--- src/rtl/io_clock_pkg.sv ---
// Shared types and defaults for the io_clock divider.
package io_clock_pkg;

    localparam int DIV_WIDTH_DEF = 8;
    localparam int RESET_DIV_DEF = 1;

    typedef enum logic {
        IDLE = 1'b0,
        RUN  = 1'b1
    } clk_state_t;

endpackage

--- src/rtl/div_load_reg.sv ---
// Pending divisor holder: a set strobe captures a new value, clear retires it.
import io_clock_pkg::*;

module div_load_reg #(
    parameter int DIV_WIDTH = DIV_WIDTH_DEF
) (
    input  logic                 core_clock,
    input  logic                 rst_n,
    input  logic                 set,
    input  logic [DIV_WIDTH-1:0] set_value,
    input  logic                 clear,
    output logic [DIV_WIDTH-1:0] pend_div,
    output logic                 pend_flag
);

    // A set on the same edge as a clear wins: that load is kept for the next boundary.
    always_ff @(posedge core_clock or negedge rst_n) begin
        if (!rst_n) begin
            pend_div  <= '0;
            pend_flag <= 1'b0;
        end else if (set) begin
            pend_div  <= set_value;
            pend_flag <= 1'b1;
        end else if (clear) begin
            pend_flag <= 1'b0;
        end
    end

endmodule

--- src/rtl/io_clock_gen.sv ---
// Glitch-free programmable divider producing io_clock from core_clock.
//   state | meaning
//   IDLE  | output parked low, pending divisor applied immediately
//   RUN   | output toggling; enable/pending divisor sampled at period boundary
import io_clock_pkg::*;

module io_clock_gen #(
    parameter int          DIV_WIDTH = DIV_WIDTH_DEF,
    parameter int unsigned RESET_DIV = RESET_DIV_DEF
) (
    input  logic                 core_clock,
    input  logic                 rst_n,
    input  logic                 enable,
    input  logic [DIV_WIDTH-1:0] div_value,
    input  logic                 div_load,
    output logic                 div_ack,
    output logic                 clock_out,
    output logic                 clock_valid
);

    clk_state_t           state, state_nxt;
    logic [DIV_WIDTH-1:0] cnt, cnt_nxt;
    logic [DIV_WIDTH-1:0] active_div, active_nxt;
    logic [DIV_WIDTH-1:0] pend_div;
    logic                 pend_flag;
    logic                 apply;
    logic                 clock_out_nxt, clock_valid_nxt, div_ack_nxt;

    div_load_reg #(.DIV_WIDTH(DIV_WIDTH)) u_div_load_reg (
        .core_clock (core_clock),
        .rst_n      (rst_n),
        .set        (div_load),
        .set_value  (div_value),
        .clear      (apply),
        .pend_div   (pend_div),
        .pend_flag  (pend_flag)
    );

    always_ff @(posedge core_clock or negedge rst_n) begin
        if (!rst_n) begin
            state       <= IDLE;
            cnt         <= '0;
            active_div  <= DIV_WIDTH'(RESET_DIV);
            clock_out   <= 1'b0;
            clock_valid <= 1'b0;
            div_ack     <= 1'b0;
        end else begin
            state       <= state_nxt;
            cnt         <= cnt_nxt;
            active_div  <= active_nxt;
            clock_out   <= clock_out_nxt;
            clock_valid <= clock_valid_nxt;
            div_ack     <= div_ack_nxt;
        end
    end

    always_comb begin
        state_nxt       = state;
        cnt_nxt         = cnt;
        active_nxt      = active_div;
        clock_out_nxt   = clock_out;
        clock_valid_nxt = clock_valid;
        div_ack_nxt     = 1'b0;
        apply           = 1'b0;

        case (state)
            IDLE: begin
                clock_out_nxt   = 1'b0;
                clock_valid_nxt = 1'b0;
                cnt_nxt         = '0;
                if (pend_flag) begin
                    apply       = 1'b1;
                    active_nxt  = pend_div;
                    div_ack_nxt = 1'b1;
                end
                if (enable) begin
                    state_nxt       = RUN;
                    clock_out_nxt   = 1'b1;
                    clock_valid_nxt = 1'b1;
                end
            end
            RUN: begin
                if (cnt != active_div) begin
                    cnt_nxt = cnt + DIV_WIDTH'(1);
                end else if (clock_out) begin
                    clock_out_nxt = 1'b0;
                    cnt_nxt       = '0;
                end else if (!enable) begin
                    // Period boundary with enable dropped: park low.
                    state_nxt       = IDLE;
                    clock_valid_nxt = 1'b0;
                    cnt_nxt         = '0;
                end else begin
                    clock_out_nxt = 1'b1;
                    cnt_nxt       = '0;
                    if (pend_flag) begin
                        apply       = 1'b1;
                        active_nxt  = pend_div;
                        div_ack_nxt = 1'b1;
                    end
                end
            end
            default: begin
                state_nxt = IDLE;
            end
        endcase
    end

endmodule

--- config.mk ---
export PLATFORM = sky130hd
export DESIGN_NAME = io_clock_gen
export DESIGN_NICKNAME = d
export VERILOG_FILES = /design/src/rtl/io_clock_pkg.sv /design/src/rtl/div_load_reg.sv /design/src/rtl/io_clock_gen.sv
export SDC_FILE = /design/constraint.sdc
export NUM_CORES = 1
export LEC_CHECK = 0
export ABC_AREA = 1
export BUFFER_PORTS_ARGS = -buffer_cell sky130_fd_sc_hd__buf_2
export CAP_MARGIN = 20
export CORE_MARGIN = 2
export CORE_UTILIZATION = 59
export CTS_CLUSTER_SIZE = 16
export DETAILED_ROUTE_END_ITERATION = 16
export GPL_ROUTABILITY_DRIVEN = 0
export PLACE_DENSITY = 0.84
export SETUP_SLACK_MARGIN = 0.4
export SLEW_MARGIN = 25
export SYNTH_ARGS = -nofsm -noshare
export SYNTH_HDL_FRONTEND = slang
export SYNTH_SLANG_ARGS = --single-unit
--- constraint.sdc ---
create_clock -name core_clock -period 2 [get_ports core_clock]
set_input_delay 0.3 -clock core_clock [delete_from_list [all_inputs] [get_ports core_clock]]
set_output_delay 0.3 -clock core_clock [all_outputs]
set_load 0.1 [all_outputs]
==> flow_summary.json <==
{
  "status": "finished clean",
  "clk_pin_slew_ns": 0.08,
  "path_class": "reg2out",
  "clkPwrFrac_pct": 15.9,
  "design_area_um2": 1510,
  "relSlewSlack_pct": 58.8,
  "filler_cell_count": 193,
  "synthesis.nets": 182,
  "peakVddDrop_v": 0.000737,
  "maxSlewViolCount": 0,
  "crit_family": "buffers and inverters",
  "drc": 0,
  "start_util_pct": 62.4,
  "critPathBufInv": 1,
  "synthCells": 169,
  "syn_area_um2": 1380,
  "grt_overflow": 0,
  "layoutNonFillerInstCount": 216,
  "layout_setup_ws_ns": 0.478,
  "finalSetupViolCount": 0,
  "worstPathRequired_ns": 1.70,
  "core_um2": 2210,
  "wl_met1_mm": 1.05,
  "grt_max_degree": 30,
  "dr_wl_met3_um": 89,
  "syn_to_final_growth_pct": 9.70,
  "fin_setup_tns_ns": 0,
  "syn_avg_cell_area_um2": 8.17,
  "internal_power_w": 0.00118,
  "hold_viol_final": 0,
  "pwr-share-comb_pct": 37.2,
  "swShare_pct": 42.1,
  "seq_area_frac_synth_pct": 52.7,
  "power.leakage_nw": 0.819,
  "path_cells": "buf_2",
  "dr.pass1.iters": 4,
  "n_antenna_cell": 0,
  "top_layer": "met4",
  "grt.total_usage_pct": 23.4,
  "wl_met2_mm": 1.31,
  "worstPathArrival_ns": 1.22,
  "fmax_mhz": 657,
  "fin_skew_ns": 0.00351,
  "worst_pin_slew_ns": 0.618,
  "min_period_over_period_pct": 76.1,
  "drtIter0Drc": 18,
  "critPathSlowestCell": "buf_2",
  "cpPeakStageDelay_ns": 0.46,
  "r2r_slack_ns": 0.53,
  "rows": 17,
  "place_area_um2": 1450,
  "nets": 200,
  "dp_cells": 207,
  "crit_path_end_kind": "output port",
  "clk_latency_ns": 0.32,
  "via_count": 1086,
  "clock-root-buffer": "clkbuf_4",
  "dp_slack_ns": 0.539,
  "ys_seq_elements": 29,
  "vias_per_cell": 5.03,
  "worstPathMaxFanout": 6,
  "ant_nets": 0,
  "hold_path.class": "in2reg",
  "grt_pass1_vias": 1090,
  "io_buffer_count": 14,
  "antenna_found_initial": 0,
  "clock_path_buffers": 2,
  "grt_pass1_wl_mm": 4.46,
  "rsz0062_at_grt": "yes",
  "powerDensity_nw_per_um2": 1340,
  "cts_buffers": 5,
  "p_sw_w": 0.000856,
  "cp-start-kind": "register",
  "clkSinkCount": 29,
  "drive_above_1_share_pct": 16.5,
  "pwr-share-seq_pct": 46.9,
  "ios": 15,
  "htree_levels": 2,
  "ys_types": 22,
  "die_area_um2": 2740,
  "die_x_um": 52.4,
  "dp_hpwl_mm": 1.86,
  "cts_tree": "yes",
  "min_period_ns": 1.52,
  "die_h_um": 52.4,
  "max-cap-violations": 0,
  "wire_per_inst_um": 11.5,
  "wl_mm": 2.49,
  "yosys_warnings": 0,
  "cts_setup_buffers": 0
}
power groups by stage:
stage / combinational [W] / clock (W) / sequential (W)
floorplan: 0.000492 / 0 / 0.00105
global placement: 0.000721 / 0 / 0.000942
detailed placement: 0.000762 / 0 / 0.000962
CTS: 0.000768 / 0.000332 / 0.000953
global route: 0.000871 / 0.000363 / 0.000979
finish: 0.000757 / 0.000323 / 0.000954
worst paths after layout:
| kind | startpoint | cells after the start | to |
|---|---|---|---|
| hold reg to reg | u_div_load_reg.pend_div[6]$_DFFE_PN0P_ | 2 | u_div_load_reg.pend_div[6]$_DFFE_PN0P_ |
| max in group asynchronous | rst_n | 2 | cnt[7]$_DFF_PN0_ |
| setup / recovery | clock_out$_DFFE_PN0P_ | 1 | clock_out |
| min in group asynchronous | rst_n | 2 | cnt[3]$_DFF_PN0_ |
| hold / removal | div_value[4] | 3 | u_div_load_reg.pend_div[4]$_DFFE_PN0P_ |
| setup reg to reg | active_div[0]$_DFFE_PN1P_ | 7 | active_div[5]$_DFFE_PN0P_ |
layout make-up:
| type | count | area, um2 | share of cell area (%) |
|---|---|---|---|
| Sequential cell | 29 | 727 | 48.0 |
| Multi-Input combinational cell | 118 | 556 | 36.7 |
| Timing Repair Buffer | 15 | 80.1 | 5.29 |
| Inverter | 18 | 67.6 | 4.46 |
| Clock buffer | 8 | 48.8 | 3.22 |
| Tap cell | 28 | 35.0 | 2.31 |
metrics by stage:
| step | hold WS (ns) | util, % | total power (W) |
|---|---|---|---|
| 6_report | 0.172 | 68.4 | 0.00203 |
| 5_1_grt | 0.178 | 68.4 | 0.00221 |
| 4_1_cts | 0.164 | 68.2 | 0.00205 |
| 3_5_place_dp | 0.351 | 65.6 | 0.00172 |
| 3_3_place_gp | 0.340 | 65.6 | 0.00166 |
| 2_1_floorplan | 0.00441 | - | 0.00154 |
metal layers:
| metal | vias to the layer above | GRT usage, % |
|---|---|---|
| met5 | - | 0 |
| met4 | 0 | 8.97 |
| li1 | 565 | - |
| met1 | 497 | 25.7 |
| met2 | 18 | 41.5 |
| met3 | 6 | 7.71 |
repair_timing:
action | in CTS | in global routing
endpoints found under the hold margin | 9 | 0
endpoints found under the setup margin | 0 | 3
resized for setup | 0 | 1
hold buffers | 1 | 0
cell usage after synthesis (all sizes together):
master | instances | area (um2)
nor3b | 1 | 12.5
dfrtp | 28 | 701
ha | 1 | 12.5
buf | 4 | 35.0
nor3 | 4 | 25.0
xnor2 | 3 | 26.3
nand2 | 67 | 259
dfstp | 1 | 26.3
nand4 | 1 | 12.5
nand3 | 22 | 115
inv | 17 | 63.8
xor2 | 1 | 8.76
clkinv | 1 | 3.75
nor2 | 13 | 53.8
o21ai | 5 | 25.0
registers in the layout, indices dropped and copies added, names as in the netlist:
| name | flops |
|---|---|
| state | 1 |
| clock_valid | 1 |
| clock_out | 1 |
| div_ack | 1 |
| active_div | 8 |
| cnt | 8 |
| u_div_load_reg.pend_div | 8 |
| u_div_load_reg.pend_flag | 1 |
kinds of logic (layout without fill, tap and decap cells):
group	count (synthesis)	after routing	share of synthesized area, %
and+or+nand+nor	108	108	34.6
DFF	29	29	52.7
buffers and inverters	22	41	7.43
AOI/OAI and AO/OA	5	5	1.81
xor gates and xnor gates	4	4	2.54
adders and majority gates	1	1	0.906
cells in the final DEF (no fill, tap or decap), drive strengths merged:
cell type / n
nor2: 13
ha: 1
dfrtp: 28
nand4: 1
buf: 14
clkbuf: 8
dfstp: 1
xor2: 1
o21ai: 5
dlygate4sd3: 1
inv: 17
nand2: 67
nor3b: 1
xnor2: 3
nand3: 22
clkinv: 1
nor3: 4
Note: power is estimated with default switching activity, not from simulation.
